`config.mk`:
```
export PLATFORM = sky130hd
export DESIGN_NAME = seq_priority_encoder
export DESIGN_NICKNAME = d
export VERILOG_FILES = /design/src/rtl/seq_priority_encoder.sv
export SDC_FILE = /design/constraint.sdc
export NUM_CORES = 1
export LEC_CHECK = 0
export ABC_AREA = 1
export BUFFER_PORTS_ARGS = -buffer_cell sky130_fd_sc_hd__buf_2
export CORE_MARGIN = 10
export CORE_UTILIZATION = 40
export CTS_CLUSTER_SIZE = 10
export DETAILED_ROUTE_END_ITERATION = 7
export MAX_ROUTING_LAYER = met4
export SLEW_MARGIN = 0
export SYNTH_ARGS = -nofsm -noshare
export SYNTH_HDL_FRONTEND = slang
export SYNTH_SLANG_ARGS = --single-unit
```
`constraint.sdc`:
```
create_clock -name clk -period 3 [get_ports clk]
set_input_delay 0 -clock clk [delete_from_list [all_inputs] [get_ports clk]]
set_output_delay 0 -clock clk [all_outputs]
set_load 0.01 [all_outputs]
```
`src/rtl/seq_priority_encoder.sv`:
```
// Multi-cycle priority encoder: snapshots a request vector and scans LANES bits per cycle.
// Optional input mask enabled by defining SEQ_PENC_MASK_EN.
module seq_priority_encoder #(
    parameter int WIDTH = 32,
    parameter int LANES = 4,
    localparam int IW = (WIDTH > 1) ? $clog2(WIDTH) : 1
) (
    input  logic             clk,
    input  logic             rst,
    input  logic             start,
    input  logic             lsb_first,
    input  logic [WIDTH-1:0] in,
`ifdef SEQ_PENC_MASK_EN
    input  logic [WIDTH-1:0] mask,
`endif
    output logic             busy,
    output logic             done,
    output logic             found,
    output logic [IW-1:0]    index,
    output logic [WIDTH-1:0] onehot
);

    localparam int NG = WIDTH / LANES;
    localparam int PW = (NG > 1) ? $clog2(NG) : 1;
    localparam logic [PW-1:0] PTR_LAST = PW'(NG - 1);

    if ((WIDTH < 2) || (WIDTH % LANES != 0)) begin : g_bad_cfg
        $error("seq_priority_encoder: WIDTH must be >= 2 and a multiple of LANES");
    end

    typedef enum logic {
        IDLE = 1'b0,
        SCAN = 1'b1
    } state_t;

    state_t           state_q, state_d;
    logic [WIDTH-1:0] req_q;
    logic             dir_q;
    logic [PW-1:0]    ptr_q;
    logic             done_q;
    logic             found_q;
    logic [IW-1:0]    index_q;
    logic [WIDTH-1:0] onehot_q;

    logic [WIDTH-1:0] cap_vec;
    logic [LANES-1:0] grp;
    logic             hit;
    int               sel;
    logic             last;
    logic [IW-1:0]    win_idx;
    logic [WIDTH-1:0] win_oh;

`ifdef SEQ_PENC_MASK_EN
    assign cap_vec = in & mask;
`else
    assign cap_vec = in;
`endif

    // Group select: the last matching lane in loop order wins, so the loop
    // direction decides highest-first versus lowest-first within the group.
    always_comb begin
        grp  = req_q[int'(ptr_q) * LANES +: LANES];
        hit  = 1'b0;
        sel  = 0;
        if (dir_q) begin
            for (int i = LANES - 1; i >= 0; i--) begin
                if (grp[i]) begin
                    hit = 1'b1;
                    sel = i;
                end
            end
        end else begin
            for (int i = 0; i < LANES; i++) begin
                if (grp[i]) begin
                    hit = 1'b1;
                    sel = i;
                end
            end
        end
        win_idx = IW'(int'(ptr_q) * LANES + sel);
        win_oh  = {{(WIDTH-1){1'b0}}, 1'b1} << win_idx;
        last    = dir_q ? (ptr_q == PTR_LAST) : (ptr_q == '0);
    end

    always_comb begin
        state_d = state_q;
        case (state_q)
            IDLE:    if (start) state_d = SCAN;
            SCAN:    if (hit || last) state_d = IDLE;
            default: state_d = IDLE;
        endcase
    end

    always_ff @(posedge clk) begin
        if (!rst) begin
            state_q  <= IDLE;
            req_q    <= '0;
            dir_q    <= 1'b0;
            ptr_q    <= '0;
            done_q   <= 1'b0;
            found_q  <= 1'b0;
            index_q  <= '0;
            onehot_q <= '0;
        end else begin
            state_q <= state_d;
            done_q  <= 1'b0;
            case (state_q)
                IDLE: begin
                    if (start) begin
                        req_q <= cap_vec;
                        dir_q <= lsb_first;
                        ptr_q <= lsb_first ? '0 : PTR_LAST;
                    end
                end
                SCAN: begin
                    if (hit) begin
                        done_q   <= 1'b1;
                        found_q  <= 1'b1;
                        index_q  <= win_idx;
                        onehot_q <= win_oh;
                    end else if (last) begin
                        done_q   <= 1'b1;
                        found_q  <= 1'b0;
                        index_q  <= '0;
                        onehot_q <= '0;
                    end else begin
                        ptr_q <= dir_q ? ptr_q + 1'b1 : ptr_q - 1'b1;
                    end
                end
                default: ;
            endcase
        end
    end

    assign busy   = (state_q == SCAN);
    assign done   = done_q;
    assign found  = found_q;
    assign index  = index_q;
    assign onehot = onehot_q;

endmodule

```
==> results of run 1 <==
cell type report:
type,instances,share of cell area
clock buffers,9,0.0281
clock inverters,7,0.0131
inverters,58,0.0523
multi-input cells,321,0.361
flip-flops and latches,76,0.346
well taps,108,0.0307
repair buffers,113,0.169
power groups by stage:
stage / logic [mW] / registers, mW / clock network (mW)
6_report: 0.704 / 1.11 / 0.724
3_5_place_dp: 0.673 / 1.13 / 0
3_3_place_gp: 0.664 / 1.13 / 0
2_1_floorplan: 0.549 / 1.13 / 0
4_1_cts: 0.708 / 1.11 / 0.752
5_1_grt: 0.796 / 1.12 / 0.794
state kept, by name, indices dropped and copies added, names as in the netlist:
register,flops
onehot,32
found,1
busy,1
done,1
index,5
ptr_q,3
dir_q,1
req_q,32
metal layers:
| layer | part of all wire | up-vias | wire length, um |
|---|---|---|---|
| met2 | 0.48 | 69 | 4180 |
| met4 | 0.016 | 0 | 143 |
| li1 | - | 1732 | - |
| met1 | 0.46 | 1449 | 4010 |
| met5 | 0 | - | 0 |
| met3 | 0.044 | 13 | 388 |
Yosys cell counts, types with 2 or more instances:
master	instances
o21ai_0	36
nand3_2	4
nor2_4	4
nand3_1	20
a21oi_1	52
inv_2	4
buf_6	4
nand4_1	24
nand2_4	5
dfxtp_1	76
nor2_2	8
clkbuf_1	17
nand2_1	79
buf_2	3
buf_4	3
inv_1	51
nand2_2	6
nor2_1	76
inv_6	2
worst max-delay path, delay by kind of cell (launching register included):
family,cells,cell delay [ns]
flops,1,0.43
buf+inv,2,0.46
simple gates,12,1.02
through the flow:
stage                     instances  setup WS (ns)  utilization  power (mW)
after floorplan                 483           1.27            -        1.68
final                           692          0.939        0.510        2.54
after CTS                       692          0.899        0.510        2.57
after global routing            692          0.688        0.510        2.71
after detailed placement        642          0.924        0.449        1.81
after global placement          642          0.938        0.449        1.80
logic make-up after synthesis:
family / share of synthesized area
fa+ha+maj: 0.00572
buf+inv: 0.112
flops: 0.435
simple gates: 0.311
compound gates: 0.134
xor+xnor: 0.00250
worst min path at each step:
stage	end
2_1_floorplan	req_q[16]$_SDFFE_PN0P_
3_3_place_gp	req_q[3]$_SDFFE_PN0P_
3_5_place_dp	req_q[3]$_SDFFE_PN0P_
4_1_cts	ptr_q[1]$_SDFFE_PN0P_
5_1_grt	ptr_q[0]$_SDFFE_PN0P_
6_report	ptr_q[1]$_SDFFE_PN0P_
==> run metrics, run 1 <==
vias in the first global route 3250; Worst Path Arrival 2.27 ns; Fin Setup TNS 0 ns; register area share after synthesis 0.435; clk_lat worst skew 0.36 ns; # port buffers 75; status finished, final reports clean; ANT nets after route 0; Period minus WS final 2.06 ns; H-tree depth 3; Leak Pwr 1.92 nW; gr ovfl total 0; post-synth top area cell dfxtp_1; All-Layer GR Usage 0.141; highest clock rate between 0.4 and 0.5 GHz; slew margin rel. 0.219; largest net degree at the start of global routing 65; TritonRoute pass-1 iters 4; met2 Usage GRT 0.241; Synth top area share 0.435; cells along the critical path buf_4 > nor2_1 > nor2_1 > nand2_1 > nand3_1 > nand2_2 > nand2_4 > nor2_4 > nand2_2 > nand2_4 > inv_6 > nor2_1 > nor2_1 > nor2_1; RD Place Congestion 0.810; CTS Hold Buffers Added 34; Worst Max-Slew Pin Slew 1.17 ns; Remaining DRCs 0; Post-synth EDFFs 0; cell mode on critical path nor2_1; met3 GRT Util 0.0310; Clock Pin Slew Worst Setup and Hold Paths 0.09 ns; Critical R2R Launch ptr_q[0]$_SDFFE_PN0P_; CTS Buf Count 9; Max Clock Skew about 0.013 ns; Site Rows 34; maximum vdd drop approximately 270 uV; # nets final slightly above 600; Filler cells 869; Post-Syn Area 0.00350 mm2; hold_sp rst; Crit-path slowest cell dfxtp_1; max cap viols 0; post-CTS sizing 0; met1 Usage GRT 0.156; Switching Share 0.361; Starting Density 0.405; worst path required time about 3.2 ns; DP HPWL a little over 6 mm; CP endpoint onehot[0]$_SDFFE_PN0P_; hold crit path type in2reg; initial antenna violation count 0; largest stage delay on the critical path around 0.43 ns; sequential cell area 0.00152 mm2; final hold violation count 0; Synth Instances 483; clk buf depth 2; RR Endpoint onehot[0]$_SDFFE_PN0P_; FF+latch count, synth 76; async set-reset flop share out of synthesis 0; Setup crit end kind flip-flop; fin crit share 0.687; setup violators final 0; WL/cell 12.6 um; Post-DP Area between 0.003 and 0.004 mm2; Synth Flop Type dfxtp_1; kind of critical path reg2reg; via count between 3000 and 4000; die area 0.0129 mm2; area taken by multi-input logic gates about 0.0016 mm2; Int Pwr between 1.5 and 2 mW; unrepaired setup endpoints after global routing false; YS warnings 0; DIE HEIGHT about 110 um; Syn Nets 520; Critical Path Start ptr_q[0]$_SDFFE_PN0P_; CTS tree done; clock share of power 0.285; WHS Path Cells 3; reg-to-reg setup timing slack 0.94 ns; diode count 0; die width 114 um; Yosys cell types 28; Area Overhead vs Synth 25.7%; Starting DRT DRC Count approximately 160; sequential power share 0.437; root buf cell clkbuf_8; most common cell after layout, fill and taps aside nand2_1; Synth Area per Inst 7.25 um2; CP startpoint kind flip-flop; core box area 0.00864 mm2; P_sw slightly above 0.9 mW; power density cells roughly 580 mW/mm2; commonest non-fill, non-tap cells in the layout nand2_1, nor2_1, dfxtp_1; I/O pin total 76; Critical Path Fanout Max 24; Comb power frac 0.277; global-route wire length before repair around 15 mm; Detailed Route WL 8.72 mm; Synth area leaders dfxtp_1, nand2_1, nor2_1, a21oi_1, inv_1; Sink Count 76; number of vias per cell 4.72; hold slack 0.132 ns; GRT busiest layer met2; layout cell share with drive strength beyond 1 0.228; Max Slew Vio Count 0; postcts setup bufs 0; design area 0.00440 mm2; R2R depth 14
Power figures use the tool's default switching activity.
==> run 2: changes to the inputs <==
==> constraint.sdc (replaced) <==
create_clock -name clk -period 1.7 [get_ports clk]
set_input_delay 0 -clock clk [delete_from_list [all_inputs] [get_ports clk]]
set_output_delay 0 -clock clk [all_outputs]
set_load 0.01 [all_outputs]
==> run metrics, run 2 (synthesis gave the netlist of run 1 again) <==
Site Rows 34; gr ovfl total 0; Fin Setup TNS -2.18 ns; most common cell after layout, fill and taps aside buf_2; setup violators final 41; DP HPWL around 6.4 mm; Area Overhead vs Synth 43.8%; status finished, violations left; post-layout utilization of the core 0.583; Worst Path Buf+Inv 3; worst path required time 2.00 ns; Critical R2R Launch ptr_q[0]$_SDFFE_PN0P_; gate family responsible for the most delay along the worst path simple AND/OR/NAND/NOR gates; Detailed Route WL 9.47 mm; number of vias per cell 4.76; CP startpoint kind flip-flop; root buf cell clkbuf_8; Setup crit end kind flip-flop; kind of critical path reg2reg; Critical Path Start ptr_q[0]$_SDFFE_PN0P_; via count 3442; Comb power frac 0.339; CTS Buf Count 9; Starting Density 0.405; Starting DRT DRC Count about 140; Max Slew Vio Count 0; # port buffers 75; Power, Total between 5 and 6 mW; Post-DP Area between 0.004 and 0.005 mm2; Period minus WS final 1.80 ns; Max Clock Skew 0.0142 ns; H-tree depth 3; vias in the first global route 3383; P_sw 1.83 mW; I/O pin total 76; diode count 0; Placed Cells incl. Taps 660; All-Layer GR Usage 0.151; Remaining DRCs 0; commonest non-fill, non-tap cells in the layout buf_2, dfxtp_1, nor2_1; die width 114 um; ANT nets after route 0; WL/cell 13.1 um; final hold violation count 0; design area 0.00503 mm2; Clock Pin Slew Worst Setup and Hold Paths roughly 0.090 ns; Leak Pwr 2.20 nW; largest net degree at the start of global routing 65; slew margin rel. 0.743; failing checks negative setup slack; TritonRoute pass-1 iters 6; RD Place Congestion 0.815; DIE HEIGHT 114 um; clock share of power 0.296; unrepaired setup endpoints after global routing true; core box area 0.00864 mm2; die area ~0.013 mm2; final non-filler cell total approximately 720; Sink Count 76; hold crit path type in2reg; # nets final 647; max cap viols 0; sequential power share 0.365; final worst setup slack -0.104 ns; clk buf depth 2; clk_lat worst skew 0.36 ns; Critical Path Fanout Max 14; highest clock rate 0.554 GHz; Switching Share 0.339; layout cell share with drive strength beyond 1 0.319; Crit-path slowest cell dfxtp_4; fin crit share 1.06; Int Pwr 3.56 mW; Worst Path Arrival 2.10 ns; cell mode on critical path nor2_1; Worst Max-Slew Pin Slew 0.386 ns; Filler cells about 800; hold_sp start; maximum vdd drop 498 uV; power density cells 1070 mW/mm2; initial antenna violation count 0; largest stage delay on the critical path 0.38 ns; CTS tree done; cells along the critical path buf_12 > inv_12 > nand2_1 > nand3_2 > nand3_2 > nand2_4 > nand2_2 > nand2_2 > nand2_4 > buf_12 > nand2_8 > nand4_1 > nor2_1 > nor2_1 > nor2_1; global-route wire length before repair 15.9 mm
[run 2: layer usage]
metal / track usage / vias up / part of all wire
met2: 0.254 / 63 / 0.49
met5: - / - / 0
li1: - / 1799 / -
met3: 0.0362 / 11 / 0.044
met1: 0.170 / 1569 / 0.45
met4: 0.0550 / 0 / 0.014
[run 2: what timing repair did]
action,in CTS,in global routing
cloned,4,0
buffers inserted,7,2
pin swaps,20,15
endpoints found under the setup margin,39,42
resized for setup,29,31
hold buffers,34,0
hold endpoints to repair,34,0
[run 2: metrics by stage]
step                hold WS (ns)  setup slack [ns]
floorplan                  0.167            0.0105
global placement           0.257            -0.108
detailed placement         0.256            -0.139
CTS                      0.00594            -0.123
global route              0.0335            -0.223
finish                    0.0144            -0.104
[run 2: path summary, 6_finish.rpt]
kind,cells past startpoint,to,slack [ns]
max,15,onehot[4]$_SDFFE_PN0P_,-0.10
min,4,ptr_q[2]$_SDFFE_PN0P_,0.01
max reg2reg,15,onehot[4]$_SDFFE_PN0P_,-0.10
min reg2reg,2,req_q[9]$_SDFFE_PN0P_,0.46
[run 2: worst min-delay path: cells and delay by family]
family,cells,cell delay (ns)
simple gates,2,0.14
buf+inv,1,0.12
compound gates,1,0.08
[run 2: area by class of cell]
cell class / instances / area (um2) / share of cell area
clock buffer: 10 / 138 / 0.0273
clock inverter: 6 / 93.8 / 0.0186
inverter: 58 / 256 / 0.0510
multi-input combinational: 322 / 1760 / 0.349
sequential: 76 / 1530 / 0.303
tap: 108 / 135 / 0.0268
timing repair buffer: 143 / 1130 / 0.224
[run 2: power groups by stage]
stage	Clock, mW	Sequential (mW)	Combinational, mW
floorplan	0	2.00	0.975
global placement	0	2.00	1.33
detailed placement	0	2.00	1.35
CTS	1.63	1.97	1.70
global route	1.70	1.98	2.00
finish	1.59	1.97	1.83
==> run 3: changes to the inputs <==
--- a/config.mk
+++ b/config.mk
@@ -12,6 +12,7 @@
 export CTS_CLUSTER_SIZE = 10
 export DETAILED_ROUTE_END_ITERATION = 7
 export MAX_ROUTING_LAYER = met4
+export PLACE_DENSITY_LB_ADDON = 0.1
 export SLEW_MARGIN = 0
 export SYNTH_ARGS = -nofsm -noshare
 export SYNTH_HDL_FRONTEND = slang
==> run metrics, run 3 (synthesis gave the netlist of run 1 again) <==
Worst Max-Slew Pin Slew 0.406 ns; fin crit share 1.07; CTS Buf Count 9; max cap viols 0; commonest non-fill, non-tap cells in the layout buf_2, nor2_1, dfxtp_1; largest net degree at the start of global routing 65; Worst Path Arrival 2.11 ns; failing checks negative setup slack; I/O pin total 76; setup violators final 41; kind of critical path reg2reg; core box area 0.00864 mm2; slew margin rel. 0.729; Max Slew Vio Count 0; root buf cell clkbuf_8; DP HPWL about 6.3 mm; H-tree depth 3; Critical Path Fanout Max 7; Post-DP Area 0.00403 mm2; Area Overhead vs Synth 40.2%; maximum vdd drop 403 uV; Sink Count 76; Setup crit end kind flip-flop; Comb power frac 0.344; Period minus WS final about 1.8 ns; initial antenna violation count 0; TritonRoute pass-1 iters 6; vias in the first global route 3285; Int Pwr 3.15 mW; # nets final 642; clk_lat worst skew 0.35 ns; Starting DRT DRC Count between 100 and 150; gr ovfl total 0; # port buffers 75; RD Place Congestion about 0.83; Max Clock Skew 0.00804 ns; most common cell after layout, fill and taps aside buf_2; Power, Total 4.93 mW; All-Layer GR Usage 0.148; number of vias per cell 4.68; CP startpoint kind flip-flop; Switching Share 0.362; ANT nets after route 0; Site Rows 34; area taken by multi-input logic gates 0.00176 mm2; dpl ws -0.133 ns; Clock Pin Slew Worst Setup and Hold Paths roughly 0.080 ns; WHS Path Cells 4; highest clock rate between 0.5 and 0.6 GHz; P_sw roughly 1.8 mW; hold slack 0.134 ns; sequential power share 0.400; CTS tree done; diode count 0; die width 114 um; status finished, violations left; final hold violation count 0; power density cells about 1000 mW/mm2; RR Endpoint onehot[18]$_SDFFE_PN0P_; design area 0.00491 mm2; Detailed Route WL 9.34 mm; unrepaired setup endpoints after global routing true; Filler cells between 800 and 900; clock share of power 0.256; sequential cell area 0.00153 mm2; hold crit path type in2reg; Leak Pwr 2.15 nW; worst path required time 1.99 ns; global-route wire length before repair 15.6 mm; WHS Endpoint ptr_q[1]$_SDFFE_PN0P_; hold_sp rst; reg-to-reg setup timing slack -0.12 ns; Critical R2R Launch ptr_q[0]$_SDFFE_PN0P_; final worst setup slack -0.116 ns; layout cell share with drive strength beyond 1 0.308; R2R depth 15; clk buf depth 2; die area 0.0129 mm2; Remaining DRCs 0; DIE HEIGHT 114 um; WL/cell 13.0 um; via count ~3400; Starting Density 0.405
[run 3: power by group through the flow]
stage | Clock (mW) | Combinational [mW] | Sequential [mW]
2_1_floorplan | 0 | 0.975 | 2.00
3_3_place_gp | 0 | 1.32 | 2.00
3_5_place_dp | 0 | 1.33 | 2.00
4_1_cts | 1.30 | 1.47 | 1.96
5_1_grt | 1.38 | 1.87 | 1.99
6_report | 1.26 | 1.70 | 1.97
[run 3: routing by layer]
layer	share of wire	wire (um)	vias to the layer above	track usage
met4	0.016	148	0	0.0567
met1	0.45	4180	1480	0.179
li1	-	-	1792	-
met5	0	0	-	-
met2	0.49	4550	70	0.233
met3	0.049	458	16	0.0357
[run 3: layout make-up]
class	count	share of cell area
Multi-Input combinational cell	322	0.358
Inverter	58	0.0515
Timing Repair inverter	2	0.00510
Clock inverter	6	0.00790
Clock buffer	10	0.0280
Timing Repair Buffer	136	0.211
Tap cell	108	0.0275
Sequential cell	76	0.311
[run 3: critical path, cell delays in order (launching register included)]
cell and delay (ns):
dfxtp_4 0.41, buf_12 0.15, clkinv_8 0.08, nand2_1 0.09, nand3_2 0.09, nand2_2 0.08
nand2_1 0.04, nand2_1 0.07, nand2_2 0.05, nand2_2 0.07, nand2_4 0.09, nand2_8 0.12
nand4_1 0.13, nor2_2 0.15, nor2_1 0.05, nor2_1 0.07
[run 3: timing repair]
item,in CTS,in global routing
setup buffers,0,4
pin swaps,1,30
gates resized for setup,15,41
endpoints found under the setup margin,42,44
cloned,2,5
hold buffers,34,0
hold endpoints to repair,34,0
[run 3: worst max-delay path by stage]
stage | from | end | cells past startpoint
3_3_place_gp | ptr_q[0]$_SDFFE_PN0P_ | onehot[18]$_SDFFE_PN0P_ | 13
5_1_grt | ptr_q[0]$_SDFFE_PN0P_ | onehot[18]$_SDFFE_PN0P_ | 15
2_1_floorplan | ptr_q[1]$_SDFFE_PN0P_ | onehot[10]$_SDFFE_PN0P_ | 14
3_5_place_dp | ptr_q[0]$_SDFFE_PN0P_ | onehot[13]$_SDFFE_PN0P_ | 13
4_1_cts | ptr_q[0]$_SDFFE_PN0P_ | onehot[3]$_SDFFE_PN0P_ | 13
6_report | ptr_q[0]$_SDFFE_PN0P_ | onehot[18]$_SDFFE_PN0P_ | 15
[run 3: stage by stage]
step	instances	util	setup TNS, ns
global placement	657	0.467	-1.80
global route	718	0.568	-9.44
finish	718	0.568	-3.40
floorplan	483	-	0
CTS	709	0.537	-1.58
detailed placement	657	0.467	-3.71
